File: src/rtl/scan_port_ctrl.sv
// ---------------------------------------------------------------------------
// scan_port_ctrl
//
// Core-side controller for the parallel scan port. The raw pad signals are
// synchronised, the host strobe protocol is decoded into single 32-bit
// config-memory reads and writes, read data is returned over the 16-bit scan
// bus as a low half then a high half, and the exec-start request is forwarded
// to the core as a one-cycle pulse.
//
// Ports
//   clk, reset_n          core clock, asynchronous active-low reset
//   chip_en               pad level; 0 parks the block in IDLE
//   scan_data_in[15:0]    pad word (address half or data half)
//   scan_data_or_addr     1 = word is an address half, 0 = data half
//   read_write            1 = write, 0 = read
//   data_addr_valid[1:0]  strobes: [0] low half, [1] high half
//   scan_start_exec       exec-start request pad
//   scan_data_out[15:0]   read-back half-word
//   scan_data_oe          high while scan_data_out is driven
//   data_out_valid        read-back half valid
//   mem_req/mem_we        memory request / write enable
//   mem_addr, mem_wdata   registered word address / write data
//   mem_gnt               request accepted this cycle
//   mem_rvalid, mem_rdata read data return
//   start_exec            one-cycle exec-start pulse
//   busy                  controller not in IDLE (exposes FSM activity)
//   proto_err             sticky: a strobe edge arrived while busy
//
// Memory handshake: mem_req (with mem_we/mem_addr/mem_wdata stable) stays
// high until the cycle mem_gnt is sampled high; that cycle completes the
// request. Read data is taken in the first mem_rvalid cycle after the grant.
// ---------------------------------------------------------------------------
module scan_port_ctrl #(
    parameter int ADDR_W      = 16,
    parameter int SYNC_STAGES = 2,
    parameter int HOLD_CYC    = 8,
    parameter int AUTO_INC    = 1
) (
    input  logic              clk,
    input  logic              reset_n,
    input  logic              chip_en,
    input  logic [15:0]       scan_data_in,
    input  logic              scan_data_or_addr,
    input  logic              read_write,
    input  logic [1:0]        data_addr_valid,
    input  logic              scan_start_exec,
    output logic [15:0]       scan_data_out,
    output logic              scan_data_oe,
    output logic              data_out_valid,
    output logic              mem_req,
    output logic              mem_we,
    output logic [ADDR_W-1:0] mem_addr,
    output logic [31:0]       mem_wdata,
    input  logic              mem_gnt,
    input  logic              mem_rvalid,
    input  logic [31:0]       mem_rdata,
    output logic              start_exec,
    output logic              busy,
    output logic              proto_err
);

    typedef enum logic [2:0] {
        S_IDLE    = 3'd0,
        S_WR_REQ  = 3'd1,
        S_RD_REQ  = 3'd2,
        S_RD_WAIT = 3'd3,
        S_OUT_LO  = 3'd4,
        S_OUT_HI  = 3'd5
    } state_t;

    localparam int PAD_W = 22;
    localparam int CNT_W = (HOLD_CYC > 1) ? $clog2(HOLD_CYC) : 1;
    localparam logic [CNT_W-1:0] HOLD_LAST = CNT_W'(HOLD_CYC - 1);

    // ---------------- pad synchronisers ----------------
    // All async pads share one synchroniser chain of SYNC_STAGES flops.
    logic [PAD_W-1:0] pad_raw;
    logic [PAD_W-1:0] pad_s;
    logic [PAD_W-1:0] sync_q [SYNC_STAGES];

    assign pad_raw = {chip_en, scan_data_in, scan_data_or_addr, read_write,
                      data_addr_valid, scan_start_exec};

    always_ff @(posedge clk or negedge reset_n) begin
        if (!reset_n) begin
            for (int i = 0; i < SYNC_STAGES; i++) begin
                sync_q[i] <= '0;
            end
        end else begin
            sync_q[0] <= pad_raw;
            for (int i = 1; i < SYNC_STAGES; i++) begin
                sync_q[i] <= sync_q[i-1];
            end
        end
    end

    assign pad_s = sync_q[SYNC_STAGES-1];

    logic        chip_en_s;
    logic [15:0] word_s;
    logic        or_addr_s;
    logic        rw_s;
    logic [1:0]  dav_s;
    logic        start_s;

    assign chip_en_s = pad_s[21];
    assign word_s    = pad_s[20:5];
    assign or_addr_s = pad_s[4];
    assign rw_s      = pad_s[3];
    assign dav_s     = pad_s[2:1];
    assign start_s   = pad_s[0];

    // ---------------- edge detection ----------------
    // Edge registers always track the synchronised level, so a strobe that is
    // still high when chip_en returns does not produce a spurious event.
    logic [1:0] dav_prev;
    logic       start_prev;
    logic [1:0] dav_rise;
    logic       start_rise;
    logic       ev_any;

    assign dav_rise   = dav_s & ~dav_prev;
    assign start_rise = start_s & ~start_prev;
    assign ev_any     = |dav_rise;

    // ---------------- state and datapath registers ----------------
    state_t             state, state_d;
    logic [ADDR_W-1:0]  addr, addr_d, addr_inc;
    logic [31:0]        wdata, wdata_d;
    logic [31:0]        rdata, rdata_d;
    logic [CNT_W-1:0]   cnt, cnt_d;
    logic               pending, pending_d;
    logic               proto_err_q, proto_err_d;
    logic               start_exec_q, start_exec_d;

    // Wraps modulo 2^ADDR_W naturally.
    assign addr_inc = (AUTO_INC != 0) ? addr + ADDR_W'(1) : addr;

    always_ff @(posedge clk or negedge reset_n) begin
        if (!reset_n) begin
            state        <= S_IDLE;
            addr         <= '0;
            wdata        <= '0;
            rdata        <= '0;
            cnt          <= '0;
            pending      <= 1'b0;
            proto_err_q  <= 1'b0;
            start_exec_q <= 1'b0;
            dav_prev     <= '0;
            start_prev   <= 1'b0;
        end else begin
            state        <= state_d;
            addr         <= addr_d;
            wdata        <= wdata_d;
            rdata        <= rdata_d;
            cnt          <= cnt_d;
            pending      <= pending_d;
            proto_err_q  <= proto_err_d;
            start_exec_q <= start_exec_d;
            dav_prev     <= dav_s;
            start_prev   <= start_s;
        end
    end

    // ---------------- next-state logic ----------------
    always_comb begin
        state_d      = state;
        addr_d       = addr;
        wdata_d      = wdata;
        rdata_d      = rdata;
        cnt_d        = cnt;
        pending_d    = pending;
        proto_err_d  = proto_err_q;
        start_exec_d = 1'b0;

        if (!chip_en_s) begin
            // Disabled: abandon any transfer, keep addr/wdata.
            state_d     = S_IDLE;
            cnt_d       = '0;
            pending_d   = 1'b0;
            proto_err_d = 1'b0;
        end else begin
            if (start_rise) begin
                pending_d = 1'b1;
            end
            // The exec pulse waits for an IDLE cycle with no strobe event.
            if ((state == S_IDLE) && pending && !ev_any) begin
                start_exec_d = 1'b1;
                pending_d    = start_rise;
            end
            if (ev_any && (state != S_IDLE)) begin
                proto_err_d = 1'b1;
            end

            unique case (state)
                S_IDLE: begin
                    if (ev_any) begin
                        if (or_addr_s) begin
                            if (dav_rise[0]) begin
                                addr_d[15:0] = word_s;
                            end
                            // Upper address bits exist only when ADDR_W > 16.
                            if (dav_rise[1] && (ADDR_W > 16)) begin
                                addr_d = ADDR_W'({word_s, addr_d[15:0]});
                            end
                        end else if (rw_s) begin
                            if (dav_rise[0]) begin
                                wdata_d[15:0] = word_s;
                            end
                            if (dav_rise[1]) begin
                                wdata_d[31:16] = word_s;
                                state_d        = S_WR_REQ;
                            end
                        end else begin
                            state_d = S_RD_REQ;
                        end
                    end
                end
                S_WR_REQ: begin
                    if (mem_gnt) begin
                        addr_d  = addr_inc;
                        state_d = S_IDLE;
                    end
                end
                S_RD_REQ: begin
                    if (mem_gnt) begin
                        state_d = S_RD_WAIT;
                    end
                end
                S_RD_WAIT: begin
                    if (mem_rvalid) begin
                        rdata_d = mem_rdata;
                        cnt_d   = '0;
                        state_d = S_OUT_LO;
                    end
                end
                S_OUT_LO: begin
                    if (cnt == HOLD_LAST) begin
                        cnt_d   = '0;
                        state_d = S_OUT_HI;
                    end else begin
                        cnt_d = cnt + CNT_W'(1);
                    end
                end
                S_OUT_HI: begin
                    if (cnt == HOLD_LAST) begin
                        cnt_d   = '0;
                        addr_d  = addr_inc;
                        state_d = S_IDLE;
                    end else begin
                        cnt_d = cnt + CNT_W'(1);
                    end
                end
                default: begin
                    state_d = S_IDLE;
                end
            endcase
        end
    end

    // ---------------- outputs ----------------
    assign busy           = (state != S_IDLE);
    assign mem_req        = (state == S_WR_REQ) || (state == S_RD_REQ);
    assign mem_we         = (state == S_WR_REQ);
    assign mem_addr       = addr;
    assign mem_wdata      = wdata;
    assign scan_data_oe   = (state == S_OUT_LO) || (state == S_OUT_HI);
    assign data_out_valid = scan_data_oe;
    assign scan_data_out  = (state == S_OUT_LO) ? rdata[15:0]  :
                            (state == S_OUT_HI) ? rdata[31:16] : 16'h0000;
    assign start_exec     = start_exec_q;
    assign proto_err      = proto_err_q;

endmodule

File: config.mk
export PLATFORM = sky130hd
export DESIGN_NAME = scan_port_ctrl
export DESIGN_NICKNAME = d
export VERILOG_FILES = /design/src/rtl/scan_port_ctrl.sv
export SDC_FILE = /design/constraint.sdc
export NUM_CORES = 1
export LEC_CHECK = 0
export ABC_CLOCK_PERIOD_IN_PS = 3500
export CAP_MARGIN = 20
export CORE_MARGIN = 2
export CORE_UTILIZATION = 54
export CTS_CLUSTER_SIZE = 8
export DETAILED_ROUTE_END_ITERATION = 6
export PLACE_DENSITY = 0.86
export SYNTH_ARGS = -nofsm -noshare
export SYNTH_HDL_FRONTEND = slang
export SYNTH_SLANG_ARGS = --single-unit
File: constraint.sdc
create_clock -name clk -period 3.5 [get_ports clk]
set_input_delay 0.7 -clock clk [delete_from_list [all_inputs] [get_ports clk]]
set_output_delay 0.7 -clock clk [all_outputs]
set_load 0.01 [all_outputs]
==> summary.md, run 1 <==
| Metric | Value |
|---|---|
| GR Util met1 | `between 20% and 30%` |
| Synth-to-Final Area Change | `34.0%` |
| Share of layout cells above drive strength 1 | `between 10% and 20%` |
| Vias/cell | `~5.7` |
| Status | `finished, final reports clean` |
| Least-Margin Pin Slew | `between 800 and 900 ps` |
| Buf/Inv on CP | `2` |
| Max VDD drop | `0.276 mV` |
| Via count | `just under 4,000` |
| Largest net degree at the start of global routing | `85` |
| Cell family with most CP delay | `buffers and inverters` |
| Routing usage on met2 | `a little under two fifths` |
| Die height | `105 µm` |
| GR peak layer | `met2` |
| Worst path required time | `between 2000 and 3000 ps` |
| Final setup vio count | `0` |
| Iter 0 DRT Violations | `186` |
| Hold Path Class | `in -> async` |
| Startpoint types | `flop` |
| Largest fanout on the critical path | `22` |
| Worst rel slew slack | `a little over two fifths` |
| RSZ-0062 raised after global routing | `false` |
| Width of the chip | `about 110 µm` |
| Number of global-route vias before repair | `~4,100` |
| Final Cycle Share | `between 90% and 100%` |
| Met3 GRT Util | `roughly 7.7%` |
| Place WS | `between 700 and 800 ps` |
| Initial antenna violation count | `0` |
| DR WL/cell | `around 17 µm` |
| Initial Util | `roughly 56%` |
| Crit path kind | `reg -> out` |
| Register clock-pin slew on the reported worst setup and hold paths | `~60 ps` |
| Synth Register Bits | `approximately 140` |
| Tot GR Track Use | `23.4%` |
| Gp weighted congestion | `0.795` |
| Commonest non-fill, non-tap cell in the layout | `dfrtp_1` |
| Clk sinks | `136` |
| Final hold vios | `0` |
| Aggregate global routing overflow | `0` |
| Crit-path slowest cell | `nand2b_1` |
| Fillcell total | `about 630` |
| Setup TNS | `0 ps` |
| Clk Latency, worst-skew pair | `520 ps` |
| Routed wire length | `roughly 12 mm` |
| First-pass GRT wire length | `20.2 mm` |
| Slew Limit Fails | `0` |
| Final #Nets | `~600` |
| Ports | `129` |
| Utilization after layout | `approximately three quarters` |
| CTS H-tree depth | `4` |
| Synth Net Count | `472` |
| Drc violations | `0` |
| FMAX | `around 300 MHz` |
| First-pass detailed-route iteration total | `4` |
| Antenna Cells | `0` |
| Minimum clock period | `around 3300 ps` |
| # rows | `36` |
| CP endpoint kind | `output pin` |
| Post-CTS Resized | `0` |
| Pwr Density | `604 nW/µm²` |
| Post-synthesis sequential area ratio | `approximately three fifths` |
| Num CTS Buffers | `17` |
| Most used DFF post-synth | `dfrtp_1` |
| Crit path DAT | `roughly 2600 ps` |
| LEAKAGE | `around 3.3 nW` |
| Antenna viol nets, final | `0` |
| Post-CTS setup buffers | `0` |
| Port Buf Inserts | `around 130` |
| Synth cell types | `51` |
| Post-synthesis instance area | `5530 µm²` |
| Die area | `roughly 11,000 µm²` |
| Post-synthesis cell count | `a little over 400` |
| Commonest cells after routing, fill and taps aside | `dfrtp_1 (136), clkdlybuf4s50_1 (127), mux2_2 (43)` |
| Worst-path cell chain | `nand2b_1 -> inv_1 -> clkdlybuf4s50_1` |
| Synth async-reset ratio | `between 90% and 100%` |
| CTS root buffer | `clkbuf_8` |
| Core area | `~10000 µm²` |
| Fin Clk Skew | `between 5 and 6 ps` |
| Setup ws final | `~180 ps` |
| Hold-fix buffers, CTS | `0` |
| CTS tree | `yes` |
| Number of synthesized flops with an enable pin | `0` |
| Clock Tree Buf Depth | `2` |
| Worst path max stage delay | `approximately 730 ps` |
| Max capacitance violation total | `0` |
| Ys Warns | `0` |
| Placed wire-length estimate | `between 7 and 8 mm` |
| Avg Cell Area, Syn | `13.4 µm²` |
## cell families (layout without fill, tap and decap cells)
family,Yosys count,count (layout),synth area share [%]
flops,136,136,61.6
compound gates,69,69,8.06
mux,83,83,17.8
simple gates,85,85,8.67
buf+inv,35,174,3.17
fa+ha+maj,3,3,0.679
## layer usage
layer	share of wire [%]	up-vias
met5	0	-
li1	-	1743
met1	41	1948
met3	7.0	19
met4	1.4	0
met2	51	154
## worst paths after layout
path                       depth (start not counted)                 start  slack, ps                   endpoint
setup / recovery                                   3  state[1]$_DFFE_PN0P_        180             data_out_valid
hold / removal                                     1               reset_n        220  mem_wdata[16]$_DFFE_PN0P_
setup reg to reg                                   6  state[0]$_DFFE_PN0P_       1030    mem_addr[1]$_DFFE_PN0P_
hold reg to reg                                    0  sync_q[22]$_DFF_PN0_        350         pad_s[0]$_DFF_PN0_
max in group asynchronous                          2               reset_n       2390       sync_q[36]$_DFF_PN0_
min in group clk                                   0  sync_q[22]$_DFF_PN0_        350         pad_s[0]$_DFF_PN0_
## cell usage after synthesis, types with 2 or more instances
library cell	instances	area (µm²)
buf_1	3	11.3
o31ai_1	3	22.5
o22ai_1	8	50.1
o211ai_1	4	30.0
inv_2	2	7.51
clkbuf_1	7	26.3
inv_1	9	33.8
and2_1	2	12.5
mux2_2	43	484
o21ai_0	9	45.0
nor3b_1	2	15.0
buf_4	3	22.5
nand4b_1	2	17.5
or4_1	3	22.5
buf_2	8	40.0
nand4_1	4	25.0
mux2i_1	19	190
ha_1	3	37.5
a22o_1	3	26.3
a31oi_1	11	68.8
nor3_1	3	15.0
nand2_1	20	75.1
a31o_2	2	17.5
nand3b_4	2	40.0
a21oi_1	19	95.1
nor4_1	3	18.8
nand3_1	7	35.0
mux2_4	20	300
nor2_1	23	86.3
buf_6	3	33.8
dfrtp_1	136	3400
nand2b_1	5	31.3
a22oi_1	2	15.0
## power breakdown
part           leakage, nW  switching, mW  total, mW  internal [mW]
Clock                0.258          0.594       1.54          0.942
Combinational         1.34          0.386      0.946          0.560
Sequential            1.69          0.199       1.99           1.79
Total                 3.28           1.18       4.47           3.29
## state kept, by name (all words and copies together), names as in the netlist
register / cells
dav_prev: 2
proto_err: 1
pending: 1
cnt: 3
sync_q: 22
rdata: 32
start_prev: 1
pad_s: 22
start_exec: 1
mem_wdata: 32
mem_addr: 16
state: 3
## cell type report
class	instances	area, µm²	share of cell area (%)
clock buffers	24	490	6.62
multi-input cells	240	1950	26.3
repair buffers	135	1340	18.0
flip-flops and latches	136	3400	46.0
inverters	11	41.3	0.558
clock inverters	4	20.0	0.270
well taps	133	166	2.25
## through the flow
step	instances	hold WS [ps]	area, µm²	power (mW)
2_1_floorplan	411	331	5530	2.40
3_3_place_gp	655	332	6890	2.91
3_5_place_dp	655	335	6890	2.96
4_1_cts	683	234	7400	4.50
5_1_grt	683	270	7400	4.69
6_report	683	218	7400	4.47
Note: power is estimated with default switching activity, not from simulation.
==> inputs of run 2 (changes only) <==
Settings changed: PLACE_DENSITY 0.86 to 0.92.
==> summary.md, run 2 (synthesis results as in run 1) <==
| Metric | Value |
|---|---|
| Largest net degree at the start of global routing | `83` |
| Clk Latency, worst-skew pair | `about 510 ps` |
| Max VDD drop | `roughly 0.33 mV` |
| Antenna Cells | `0` |
| Pwr Density | `roughly 640 nW/µm²` |
| Startpoint types | `flop` |
| Initial antenna violation count | `0` |
| Initial Util | `a little under three fifths` |
| Width of the chip | `~110 µm` |
| Setup TNS | `0 ps` |
| Least-Margin Pin Slew | `854 ps` |
| Iter 0 DRT Violations | `between 150 and 200` |
| Final Cycle Share | `a little under 90%` |
| Flop pwr share | `a little over two fifths` |
| Clk sinks | `136` |
| Worst rel slew slack | `43.1%` |
| Num CTS Buffers | `17` |
| Fin Clk Skew | `7.44 ps` |
| Via count | `approximately 3,900` |
| Port Buf Inserts | `about 130` |
| Hold Path Class | `in -> async` |
| Final setup vio count | `0` |
| Commonest cells after routing, fill and taps aside | `dfrtp_1 (136), clkdlybuf4s50_1 (127), mux2_2 (43)` |
| Gp weighted congestion | `roughly 0.81` |
| LEAKAGE | `~3.3 nW` |
| CTS root buffer | `clkbuf_8` |
| Buf/Inv on CP | `2` |
| Routed wire length | `approximately 13 mm` |
| Worst-path cell chain | `nand2b_1 -> buf_4 -> nor2_1 -> clkdlybuf4s50_1` |
| First-pass detailed-route iteration total | `5` |
| Met3 GRT Util | `under 10%` |
| Number of global-route vias before repair | `between 4,000 and 5,000` |
| Vias/cell | `5.63` |
| RSZ-0062 raised after global routing | `false` |
| Internal | `between 3 and 4 mW` |
| Aggregate global routing overflow | `0` |
| Combinational power share | `20.0%` |
| Tot GR Track Use | `approximately a quarter` |
| CTS tree | `yes` |
| Placed wire-length estimate | `roughly 8.4 mm` |
| # rows | `36` |
| Crit path kind | `reg -> out` |
| Core area | `~9900 µm²` |
| FF/Latch Area | `around 3400 µm²` |
| Antenna viol nets, final | `0` |
| CTS H-tree depth | `4` |
| Synth-to-Final Area Change | `36.0%` |
| Crit path DAT | `between 2000 and 2500 ps` |
| Worst r2r src | `state[0]$_DFFE_PN0P_` |
| First-pass GRT wire length | `between 20 and 25 mm` |
| DR WL/cell | `~18 µm` |
| Die height | `~110 µm` |
| CP endpoint kind | `output pin` |
| Switching Share | `between 20% and 30%` |
| Setup ws final | `between 400 and 500 ps` |
| Hold-fix buffers, CTS | `0` |
| Die area | `approximately 11,000 µm²` |
| Final hold vios | `0` |
| Clock Tree Buf Depth | `2` |
| GR peak layer | `met2` |
| GR Util met1 | `~30%` |
| Slew Limit Fails | `0` |
| Psw | `approximately 1.2 mW` |
| Part of the power in the clock network | `around two fifths` |
| FMAX | `about 330 MHz` |
| Status | `finished, final reports clean` |
| Routing usage on met2 | `42.1%` |
| Largest fanout on the critical path | `16` |
| Final #Nets | `603` |
| Share of layout cells above drive strength 1 | `20.4%` |
| Area of the multi-input gates | `between 1500 and 2000 µm²` |
| Post-CTS setup buffers | `0` |
| Post-CTS Resized | `0` |
| Worst path required time | `roughly 2800 ps` |
| Cell family with most CP delay | `buffers and inverters` |
| Fillcell total | `between 500 and 600` |
| Crit-path slowest cell | `dfrtp_1` |
| Max capacitance violation total | `0` |
| Register clock-pin slew on the reported worst setup and hold paths | `approximately 60 ps` |
| Place WS | `707 ps` |
| Crit path from | `state[2]$_DFFE_PN0P_` |
| Worst path max stage delay | `approximately 600 ps` |
| Minimum clock period | `3050 ps` |
| Ports | `129` |
| Drc violations | `0` |
| Commonest non-fill, non-tap cell in the layout | `dfrtp_1` |
-- run 2: changes by cell type in the layout (fill, tap and decap cells not counted), sizes merged --
cell | before | now
bufinv | 0 | 4
clkinv | 4 | 5
clkbuf | 24 | 19
clkinvlp | 0 | 3
buf | 8 | 9
-- run 2: path summary, 6_finish.rpt --
check,cells past startpoint,endpoint,slack (ps)
worst max-delay path,4,scan_data_out[13],450
worst min-delay path,1,mem_wdata[2]$_DFFE_PN0P_,220
worst max register to register,6,mem_addr[1]$_DFFE_PN0P_,910
worst min register to register,0,pad_s[5]$_DFF_PN0_,340
max in group asynchronous,2,mem_wdata[22]$_DFFE_PN0P_,2360
min in group clk,0,pad_s[5]$_DFF_PN0_,340
-- run 2: per-stage QoR --
| step | cell area [µm²] | hold WS, ps | std cells | power [mW] | utilization, % |
|---|---|---|---|---|---|
| 2_1_floorplan | 5530 | 331 | 411 | 2.40 | - |
| 3_5_place_dp | 6900 | 335 | 656 | 2.97 | 70.0 |
| 5_1_grt | 7520 | 274 | 687 | 4.99 | 76.2 |
| 3_3_place_gp | 6900 | 332 | 656 | 2.91 | 70.0 |
| 4_1_cts | 7520 | 248 | 687 | 4.81 | 76.2 |
| 6_report | 7520 | 224 | 687 | 4.78 | 76.2 |
-- run 2: metal layers --
layer | vias to the layer above | wire length, µm
met5 | - | 0
met4 | 0 | 222
met3 | 27 | 872
met2 | 196 | 6590
met1 | 1906 | 4970
li1 | 1740 | -
-- run 2: cell type report --
class,instances,area share [%]
multi-input cells,240,25.9
clock inverters,12,2.33
well taps,133,2.21
inverters,11,0.549
clock buffers,19,5.87
flip-flops and latches,136,45.3
repair buffers,136,17.9
-- run 2: power by group through the flow --
stage          Combinational [mW]  Sequential [mW]  Clock [mW]
3_5_place_dp                0.952             2.01           0
3_3_place_gp                0.915             1.99           0
6_report                    0.956             2.00        1.83
2_1_floorplan               0.358             2.04           0
4_1_cts                     0.963             1.99        1.86
5_1_grt                      1.03             2.02        1.94
-- run 2: worst register-to-register path, stage by stage, from the launching register on --
cell      delay (ps)
dfrtp_1          390
buf_4            380
nand2_1          170
a221oi_2         300
buf_4            270
and2_0           720
a31oi_1          180
==> inputs of run 3 (changes only) <==
Settings changed: SLEW_MARGIN set to 20.
==> results of run 3 <==
The final DEF is identical to that of run 2; final timing and power are the same.
